<file path="src/rtl/dep_matrix_scheduler_pkg.sv">
// rtl/dep_matrix_scheduler_pkg.sv - shared types and helpers for the dependency-matrix scheduler
// Purpose: entry state encoding and the k-th free entry finder used for allocation.
// Ports: none (package).
package dep_matrix_scheduler_pkg;

   // Widest entry vector the allocation helper can scan; narrower callers zero-extend.
   localparam int MAX_ENTRIES = 64;

   typedef enum logic [1:0] {
      FREE   = 2'd0,
      WAIT   = 2'd1,
      ISSUED = 2'd2
   } sched_state_t;

   // Index of the k-th (0-based) lowest set bit of vec; 0 when fewer than k+1 bits are set.
   function automatic int unsigned kth_set_idx(input logic [MAX_ENTRIES-1:0] vec,
                                               input int unsigned k);
      int unsigned seen;
      int unsigned idx;
      logic        found;
      seen  = 0;
      idx   = 0;
      found = 1'b0;
      for (int i = 0; i < MAX_ENTRIES; i++) begin
         if (vec[i] && !found) begin
            if (seen == k) begin
               idx   = unsigned'(i);
               found = 1'b1;
            end
            seen++;
         end
      end
      return idx;
   endfunction

endpackage

</file>
<file path="src/rtl/sched_age_select.sv">
// rtl/sched_age_select.sv - combinational oldest-ready picker driven by an age matrix
// Purpose: picks the ready entry that has no older ready entry.
// Ports: ready_i (ready vector), older_i (row i = entries older than i),
//        valid_o (any entry ready), idx_o (selected entry, 0 when none).
module sched_age_select #(
   parameter int  N     = 8,
   localparam int IDX_W = $clog2(N)
) (
   input  logic [N-1:0]        ready_i,
   input  logic [N-1:0][N-1:0] older_i,
   output logic                valid_o,
   output logic [IDX_W-1:0]    idx_o
);

   always_comb begin
      valid_o = 1'b0;
      idx_o   = '0;
      // The age matrix is a strict order over live entries, so at most one match.
      for (int i = 0; i < N; i++) begin
         if (ready_i[i] && ((older_i[i] & ready_i) == '0)) begin
            valid_o = 1'b1;
            idx_o   = IDX_W'(i);
         end
      end
   end

endmodule

</file>
<file path="src/rtl/dep_matrix_scheduler.sv">
// rtl/dep_matrix_scheduler.sv - wakeup/select scheduler for one FU issue port
// Purpose: allocates up to DISPATCH_W entries per cycle, tracks producer dependencies in an
//          entry-indexed matrix, issues the oldest ready entry and wakes dependants
//          WAKEUP_LAT cycles after issue acceptance.
// Ports: clk, rst_n (async active-low), flush (sync kill of all entries),
//        disp_valid/disp_deps (dispatch requests), disp_ready/alloc_idx (allocation),
//        issue_valid/issue_idx/issue_ready (issue handshake), wakeup_vec (columns cleared
//        at the coming edge), free_count (number of FREE entries).
module dep_matrix_scheduler
   import dep_matrix_scheduler_pkg::*;
#(
   parameter int  NUM_ENTRIES = 8,
   parameter int  DISPATCH_W  = 2,
   parameter int  WAKEUP_LAT  = 1,
   localparam int IDX_W       = $clog2(NUM_ENTRIES)
) (
   input  logic                                   clk,
   input  logic                                   rst_n,
   input  logic                                   flush,
   input  logic [DISPATCH_W-1:0]                  disp_valid,
   input  logic [DISPATCH_W-1:0][NUM_ENTRIES-1:0] disp_deps,
   output logic [DISPATCH_W-1:0]                  disp_ready,
   output logic [DISPATCH_W-1:0][IDX_W-1:0]       alloc_idx,
   output logic                                   issue_valid,
   output logic [IDX_W-1:0]                       issue_idx,
   input  logic                                   issue_ready,
   output logic [NUM_ENTRIES-1:0]                 wakeup_vec,
   output logic [IDX_W:0]                         free_count
);

   localparam int CNT_W = (WAKEUP_LAT > 1) ? $clog2(WAKEUP_LAT) : 1;

   sched_state_t                           state_q [NUM_ENTRIES];
   sched_state_t                           state_d [NUM_ENTRIES];
   logic [NUM_ENTRIES-1:0][NUM_ENTRIES-1:0] dep_q, dep_d;
   logic [NUM_ENTRIES-1:0][NUM_ENTRIES-1:0] older_q, older_d;

   logic [NUM_ENTRIES-1:0] free_vec;
   logic [NUM_ENTRIES-1:0] live_vec;
   logic [NUM_ENTRIES-1:0] ready_vec;
   logic [NUM_ENTRIES-1:0] wake_vec;
   logic [DISPATCH_W-1:0]  disp_acc;
   logic                   issue_fire;

   always_comb begin
      free_vec   = '0;
      ready_vec  = '0;
      free_count = '0;
      for (int i = 0; i < NUM_ENTRIES; i++) begin
         free_vec[i]  = (state_q[i] == FREE);
         ready_vec[i] = (state_q[i] == WAIT) && (dep_q[i] == '0);
         free_count   = free_count + (IDX_W+1)'(free_vec[i]);
      end
      live_vec = ~free_vec;
   end

   always_comb begin
      alloc_idx  = '0;
      disp_ready = '0;
      for (int k = 0; k < DISPATCH_W; k++) begin
         alloc_idx[k]  = IDX_W'(kth_set_idx(MAX_ENTRIES'(free_vec), unsigned'(k)));
         disp_ready[k] = (free_count > (IDX_W+1)'(k));
      end
   end

   sched_age_select #(.N(NUM_ENTRIES)) u_age_select (
      .ready_i (ready_vec),
      .older_i (older_q),
      .valid_o (issue_valid),
      .idx_o   (issue_idx)
   );

   assign issue_fire = issue_valid & issue_ready;
   assign disp_acc   = disp_valid & disp_ready;
   assign wakeup_vec = wake_vec;

   // Per-entry wakeup counters: loaded on issue, wake when they reach zero while ISSUED.
   for (genvar g = 0; g < NUM_ENTRIES; g++) begin : g_wake_cnt
      logic [CNT_W-1:0] cnt_q, cnt_d;

      assign wake_vec[g] = (state_q[g] == ISSUED) && (cnt_q == '0);

      always_comb begin
         cnt_d = cnt_q;
         if (issue_fire && (issue_idx == IDX_W'(g))) begin
            cnt_d = CNT_W'(WAKEUP_LAT - 1);
         end else if ((state_q[g] == ISSUED) && (cnt_q != '0)) begin
            cnt_d = cnt_q - 1'b1;
         end
      end

      always_ff @(posedge clk or negedge rst_n) begin
         if (!rst_n) begin
            cnt_q <= '0;
         end else if (flush) begin
            cnt_q <= '0;
         end else begin
            cnt_q <= cnt_d;
         end
      end
   end

   always_comb begin : p_next
      logic [NUM_ENTRIES-1:0] alloc_mask;
      state_d    = state_q;
      dep_d      = dep_q;
      older_d    = older_q;
      alloc_mask = '0;

      // Wakeups: clear the producer column everywhere and release the entry.
      for (int i = 0; i < NUM_ENTRIES; i++) begin
         dep_d[i]   = dep_q[i] & ~wake_vec;
         older_d[i] = older_q[i] & ~wake_vec;
         if (wake_vec[i]) begin
            state_d[i] = FREE;
            dep_d[i]   = '0;
            older_d[i] = '0;
         end
      end

      if (issue_fire) begin
         state_d[issue_idx] = ISSUED;
      end

      // Lower slots are older than higher slots in the same dispatch group, and may be
      // named as producers; entries waking at this edge are already resolved.
      for (int k = 0; k < DISPATCH_W; k++) begin
         if (disp_acc[k]) begin
            state_d[alloc_idx[k]] = WAIT;
            dep_d[alloc_idx[k]]   = disp_deps[k] & (live_vec | alloc_mask) & ~wake_vec;
            older_d[alloc_idx[k]] = (live_vec | alloc_mask) & ~wake_vec;
            alloc_mask[alloc_idx[k]] = 1'b1;
         end
      end
   end

   always_ff @(posedge clk or negedge rst_n) begin
      if (!rst_n) begin
         for (int i = 0; i < NUM_ENTRIES; i++) begin
            state_q[i] <= FREE;
         end
         dep_q   <= '0;
         older_q <= '0;
      end else if (flush) begin
         for (int i = 0; i < NUM_ENTRIES; i++) begin
            state_q[i] <= FREE;
         end
         dep_q   <= '0;
         older_q <= '0;
      end else begin
         state_q <= state_d;
         dep_q   <= dep_d;
         older_q <= older_d;
      end
   end

endmodule

</file>
<file path="config.mk">
export PLATFORM = sky130hd
export DESIGN_NAME = dep_matrix_scheduler
export DESIGN_NICKNAME = d
export VERILOG_FILES = /design/src/rtl/dep_matrix_scheduler_pkg.sv /design/src/rtl/sched_age_select.sv /design/src/rtl/dep_matrix_scheduler.sv
export SDC_FILE = /design/constraint.sdc
export NUM_CORES = 1
export LEC_CHECK = 0
export ABC_CLOCK_PERIOD_IN_PS = 12300
export CAP_MARGIN = 20
export CELL_PAD_IN_SITES_DETAIL_PLACEMENT = 2
export CELL_PAD_IN_SITES_GLOBAL_PLACEMENT = 2
export CORE_MARGIN = 5
export CORE_UTILIZATION = 42
export CTS_CLUSTER_DIAMETER = 120
export CTS_CLUSTER_SIZE = 16
export DETAILED_ROUTE_END_ITERATION = 8
export PLACE_DENSITY_LB_ADDON = 0.1
export SLEW_MARGIN = 20
export SYNTH_ARGS = -nofsm -noshare
export SYNTH_HDL_FRONTEND = slang
export SYNTH_SLANG_ARGS = --single-unit
</file>
<file path="constraint.sdc">
create_clock -name clk -period 12.3 [get_ports clk]
set_input_delay 1.845 -clock clk [delete_from_list [all_inputs] [get_ports clk]]
set_output_delay 1.845 -clock clk [all_outputs]
set_load 0.02 [all_outputs]
</file>
# After elaboration in Yosys (flattened, before gate mapping)
# Index checks and enable logic that the tools add are counted.
# op_classes
n_addsub,26
n_mul,0
n_div,0
order_cmp,12
eq_ne,30
shift,0
n_mux,156
bitwise,55
n_reduce_logical,111
# op_table
cell,count
2-to-1 mux 32 bit,12
2-to-1 mux 64 bit,6
adder 32 x 1 -> 32 bit (second input constant),11
bitwise AND 8 bit,33
bitwise mux 64 bit,4
== test 32 x 1 -> 1 bit (second input constant),7
logical NOT 32 bit,7
2-to-1 mux 8 bit,19
logical NOT 8 bit,16
2-to-1 mux 3 bit,26
2-to-1 mux 1 bit,64
2-to-1 mux 16 bit,4
logical AND 1 bit,58
demux 8 bit (select 3 bit),2
inverter 8 bit,5
OR 8 bit,4
2-to-1 mux 2 bit,15
nonzero test 3 bit,8
demux 2 bit (select 3 bit),3
adder 4 x 1 -> 4 bit,4
== test 2 x 1 -> 1 bit (second input constant),8
== test 2 bit (second input constant),8
logical NOT 2 bit,8
logical NOT 1 bit,13
18 further kinds,45
# word_totals
ff_bits,152
latch_bits,0
ramBits,0
mem_bits_ro,0
in_bits,22
output_inout_bits,24
elab_cells,422
mem_count,0

# Logic depth before layout (Yosys ltp)
# logic_depth
depth_word,34
depth_mapped,29
ltp_nobuf,26

# Modules after synthesis
# A second synthesis with hierarchy kept.
# unflattened
hier_cells,1219
hier_area_um2,10538.9
# modules_own_cells
mod,instances,cells_per_inst,area_per_inst_um2,seq_area_each_um2
dep_matrix_scheduler,1,1147,10072.2,3803.6
sched_age_select,1,72,466.7,0.0

# Worst setup path after synthesis
# Ideal clock, no wire load.
# synth_path
path_kind,register -> output
startpoint,reg state_q[14] in the netlist's numbering
endpoint,out alloc_idx[5] in the netlist's numbering
arrival_ps,5604
t_required_ps,10455
path_slack_ps,4851
path_stages_with_launch,24
n_path_buf,2
path_cell_list,dfrtp_1 -> or2_2 -> clkbuf_1 -> clkinv_1 -> ha_1 -> clkbuf_1 -> or2_2 -> ha_1 -> nor4_1 -> or2_1 -> inv_1 -> ha_1 -> or3_1 -> o32a_1 -> o22a_1 -> ha_1 -> nand2_1 -> o21ai_0 -> ha_1 -> nand4b_1 -> a211oi_1 -> a211o_1 -> and2_1 -> or3_1
# synth_lines
element,line_no,text
"start, declared",dep_matrix_scheduler.sv:33,sched_state_t state_q [NUM_ENTRIES];
"start signal, assigned",dep_matrix_scheduler.sv:151,state_q <= state_d;
"end, declared",dep_matrix_scheduler.sv:23,"output logic [DISPATCH_W-1:0][IDX_W-1:0] alloc_idx,"

==> out/qor.txt <==
status: complete, no violations
antenna cells: 0
TritonCTS Buffers: 17
crit-path cells: or2_2 -> clkinv_1 -> ha_1 -> nor3_1 -> xnor2_1 -> inv_1 -> ha_1 -> nor4_1 -> or2_1 -> inv_1 -> ha_1 -> or3_1 -> o32a_1 -> o22a_1 -> ha_1 -> nand2_1 -> o21ai_0 -> ha_1 -> a211o_1 -> a211oi_1 -> a211o_1 -> and2_1 -> o31a_1 -> clkdlybuf4s50_1
max incr delay on CP: 0.61 ns
Final Cycle Share: 74.4%
WP data arrival: 7.30 ns
Post-synth ARST share: 100%
WS Path Type: flop to output port
Critical Path End: alloc_idx[4]
Port Buf Inserts: 45
Sequential Power Share: 18.7%
minimum clock period: 9.15 ns
critical path depth: 24
actual slew at the worst max-slew pin: 1.17 ns
Detail Route Antenna Nets: 0
Worst slew margin: 21.3%
max-cap violations: 0
postcts setup bufs: 0
share of the synthesized area in the top cell type: 35.7%
post-CTS sizing: 0
Total Wirelength: 52700 um
setup_tns: 0 ns
reg2reg start: state_q[14]$_DFF_PN0_
starting DRC count in detailed routing: 1306
pre-CTS setup slack: 3.69 ns
Req. time, crit path: 10.45 ns
sequential-to-total area share from yosys stat: 35.7%
area grow syn2layout: 12.4%
synthesized area: 0.0107 sq mm
vias in the first global route: 11900
Final Net Count: 1287
Achievable Freq: 109 MHz
hpwl dp: 37400 um
static leakage: 5.03 nW
Routed WL per cell: 33.4 um
# hold bufs at CTS: 0
I/O pins: 46
Ys Warns: 0
Synth top cells by count: dfrtp_1 (152), nand2_1 (130), nor2_1 (109)
GRT Overall Usage: 36.4%
largest net degree at the start of global routing: 104
PwrDens: 302 mW/mm^2
RSZ-0062 raised after global routing: no
Design Power: 3.61 mW
gpl congestion: 0.942
critical path fanouts, max: 15
first-pass GRT wire length: 78200 um
Clock Latency Late Sink: 0.45 ns
area of the core: 0.0251 sq mm
setup ws final: 3.15 ns
CTS Root Cell: clkbuf_16
Fin. Hold Viols: 0
max-slew violations: 0
main area contributors after synthesis: dfrtp_1 (36%), nand2_1 (4.6%), nor2_1 (3.8%), a221oi_1 (3.2%), a21oi_1 (3.0%)
die area: 0.0286 sq mm
Logic pwr share: 65.9%
Synth cell types: 95
Util after Layout: 47.7%
share of layout cells above drive strength 1: 11.1%
clk sinks: 152
critical path launch point type: flop
gate count of the mapped netlist: 1222
Worst Setup End Kind: output port
most used cell, CP: ha_1
most frequent cell after synthesis: dfrtp_1
Final Setup Violations: 0
EDFF count, synth: 0
Starting Density: 42.4%
Die Y: 169 um
Most used DFF post-synth: dfrtp_1
r2r setup slk: 4.35 ns
Clock Power Share: 15.3%
Reg-to-Reg End: older_q[30]$_DFF_PN0_
syn avg cell area: 8.72 sq um
DRC: 0
maximum VDD drop: 0.000396 V
row cnt: 58
average via count per standard cell: 7.12
crit path from: state_q[14]$_DFF_PN0_
Sw Ratio: 52.5%
CTS H-tree depth: 4
die width: 169 um
initial antenna violation count: 0
Yosys top cell by area: dfrtp_1
via count: 11200
synthesized flop and latch total: 152
delay-heaviest family, CP: adder cells
Max clock buf depth: 2
CTS tree: yes
Switching Power: 1.90 mW
drt pass-1 iters: 5
worst hold path type: flop to flop
R2R cell count: 26
Layout fillers: 2794
P_int: 1.72 mW
Reg clk slew, reported paths: 0.07 ns
Mapped Nets: 1272
skew final: 0.0122 ns
CP bufs+invs: 4
gr ovfl total: 0
Worst path slowest cell: ha_1
-- how the worst min path moves through the flow --
stage | from | endpoint | cells past startpoint
6_report | older_q[9]$_DFF_PN0_ | older_q[9]$_DFF_PN0_ | 2
5_1_grt | g_wake_cnt[0].cnt_q$_DFFE_PN0P_ | g_wake_cnt[0].cnt_q$_DFFE_PN0P_ | 1
4_1_cts | older_q[9]$_DFF_PN0_ | older_q[9]$_DFF_PN0_ | 2
3_5_place_dp | older_q[9]$_DFF_PN0_ | older_q[9]$_DFF_PN0_ | 2
3_3_place_gp | g_wake_cnt[6].cnt_q$_DFFE_PN0P_ | g_wake_cnt[6].cnt_q$_DFFE_PN0P_ | 1
2_1_floorplan | g_wake_cnt[6].cnt_q$_DFFE_PN0P_ | g_wake_cnt[6].cnt_q$_DFFE_PN0P_ | 1
-- state kept, by name, summed over array words and instances, names as in the netlist --
name and cells:
state_q 16, dep_q 64, g_wake_cnt.cnt_q 8, older_q 64
-- through the flow --
step / cell area (sq um) / std cells / hold WS, ns
finish: 12000 / 1579 / 0.543
global route: 12000 / 1579 / 0.557
CTS: 12000 / 1579 / 0.540
detailed placement: 11400 / 1548 / 0.530
global placement: 11400 / 1548 / 0.513
floorplan: 10700 / 1222 / 0.493
-- kinds of logic after synthesis --
| logic type | synth area share [%] |
|---|---|
| AND/OR/NAND/NOR | 24.5 |
| adder cells (fa/ha/maj) | 3.57 |
| flip-flops | 35.7 |
| multiplexers | 4.18 |
| buffers and inverters | 5.44 |
| AO/OA/AOI/OAI | 25.7 |
| XOR/XNOR | 0.893 |
-- cells in the final DEF, fill, tap and decap left out, drive strengths merged, types with 43 or more instances in the layout --
cell / n
nor2: 115
inv: 50
dfrtp: 152
a21oi: 67
clkdlybuf4s50: 43
nand2: 135
nand3: 46
a211oi: 46
a221oi: 45
o21ai: 43
-- worst reg2reg max path, cell delays in order, from the launching register on --
cell and delay (ns):
dfrtp_1 0.47, or2_2 0.43, clkinv_1 0.26, ha_1 0.61, nor3_1 0.17, xnor2_1 0.28, inv_1 0.11, ha_1 0.34
nor4_1 0.31, or2_1 0.20, inv_1 0.05, ha_1 0.32, or3_1 0.33, o32a_1 0.18, o22a_1 0.24, ha_1 0.34
nand2_1 0.07, o21ai_0 0.13, ha_1 0.32, nand4b_1 0.13, a211oi_1 0.08, a211o_1 0.33, a2111oi_4 0.37, buf_4 0.29
and3_1 0.74, nor2_2 0.32, a221oi_1 0.40
-- layer usage --
layer / part of all wire [%] / GRT usage [%] / up-vias
met2: 43 / 54.0 / 644
met3: 11 / 10.6 / 166
met5: 0 / 0 / -
li1: - / - / 4668
met1: 41 / 48.7 / 5767
met4: 5.4 / 18.4 / 0
-- power by group through the flow --
| stage | logic (mW) | clock network [mW] | registers [mW] |
|---|---|---|---|
| 4_1_cts | 2.33 | 0.551 | 0.671 |
| 3_5_place_dp | 2.30 | 0 | 0.679 |
| 6_report | 2.38 | 0.554 | 0.677 |
| 2_1_floorplan | 1.52 | 0 | 0.632 |
| 5_1_grt | 2.53 | 0.575 | 0.681 |
| 3_3_place_gp | 2.23 | 0 | 0.672 |
-- final cells by class --
cell class	instances	area (sq um)	share of cell area, %
multi-input combinational	935	6280	52.4
sequential	152	3800	31.8
timing repair buffer	75	677	5.65
clock buffer	18	439	3.67
tap	330	413	3.45
inverter	56	210	1.76
clock inverter	13	155	1.30
(Power assumes the default switching activity.)
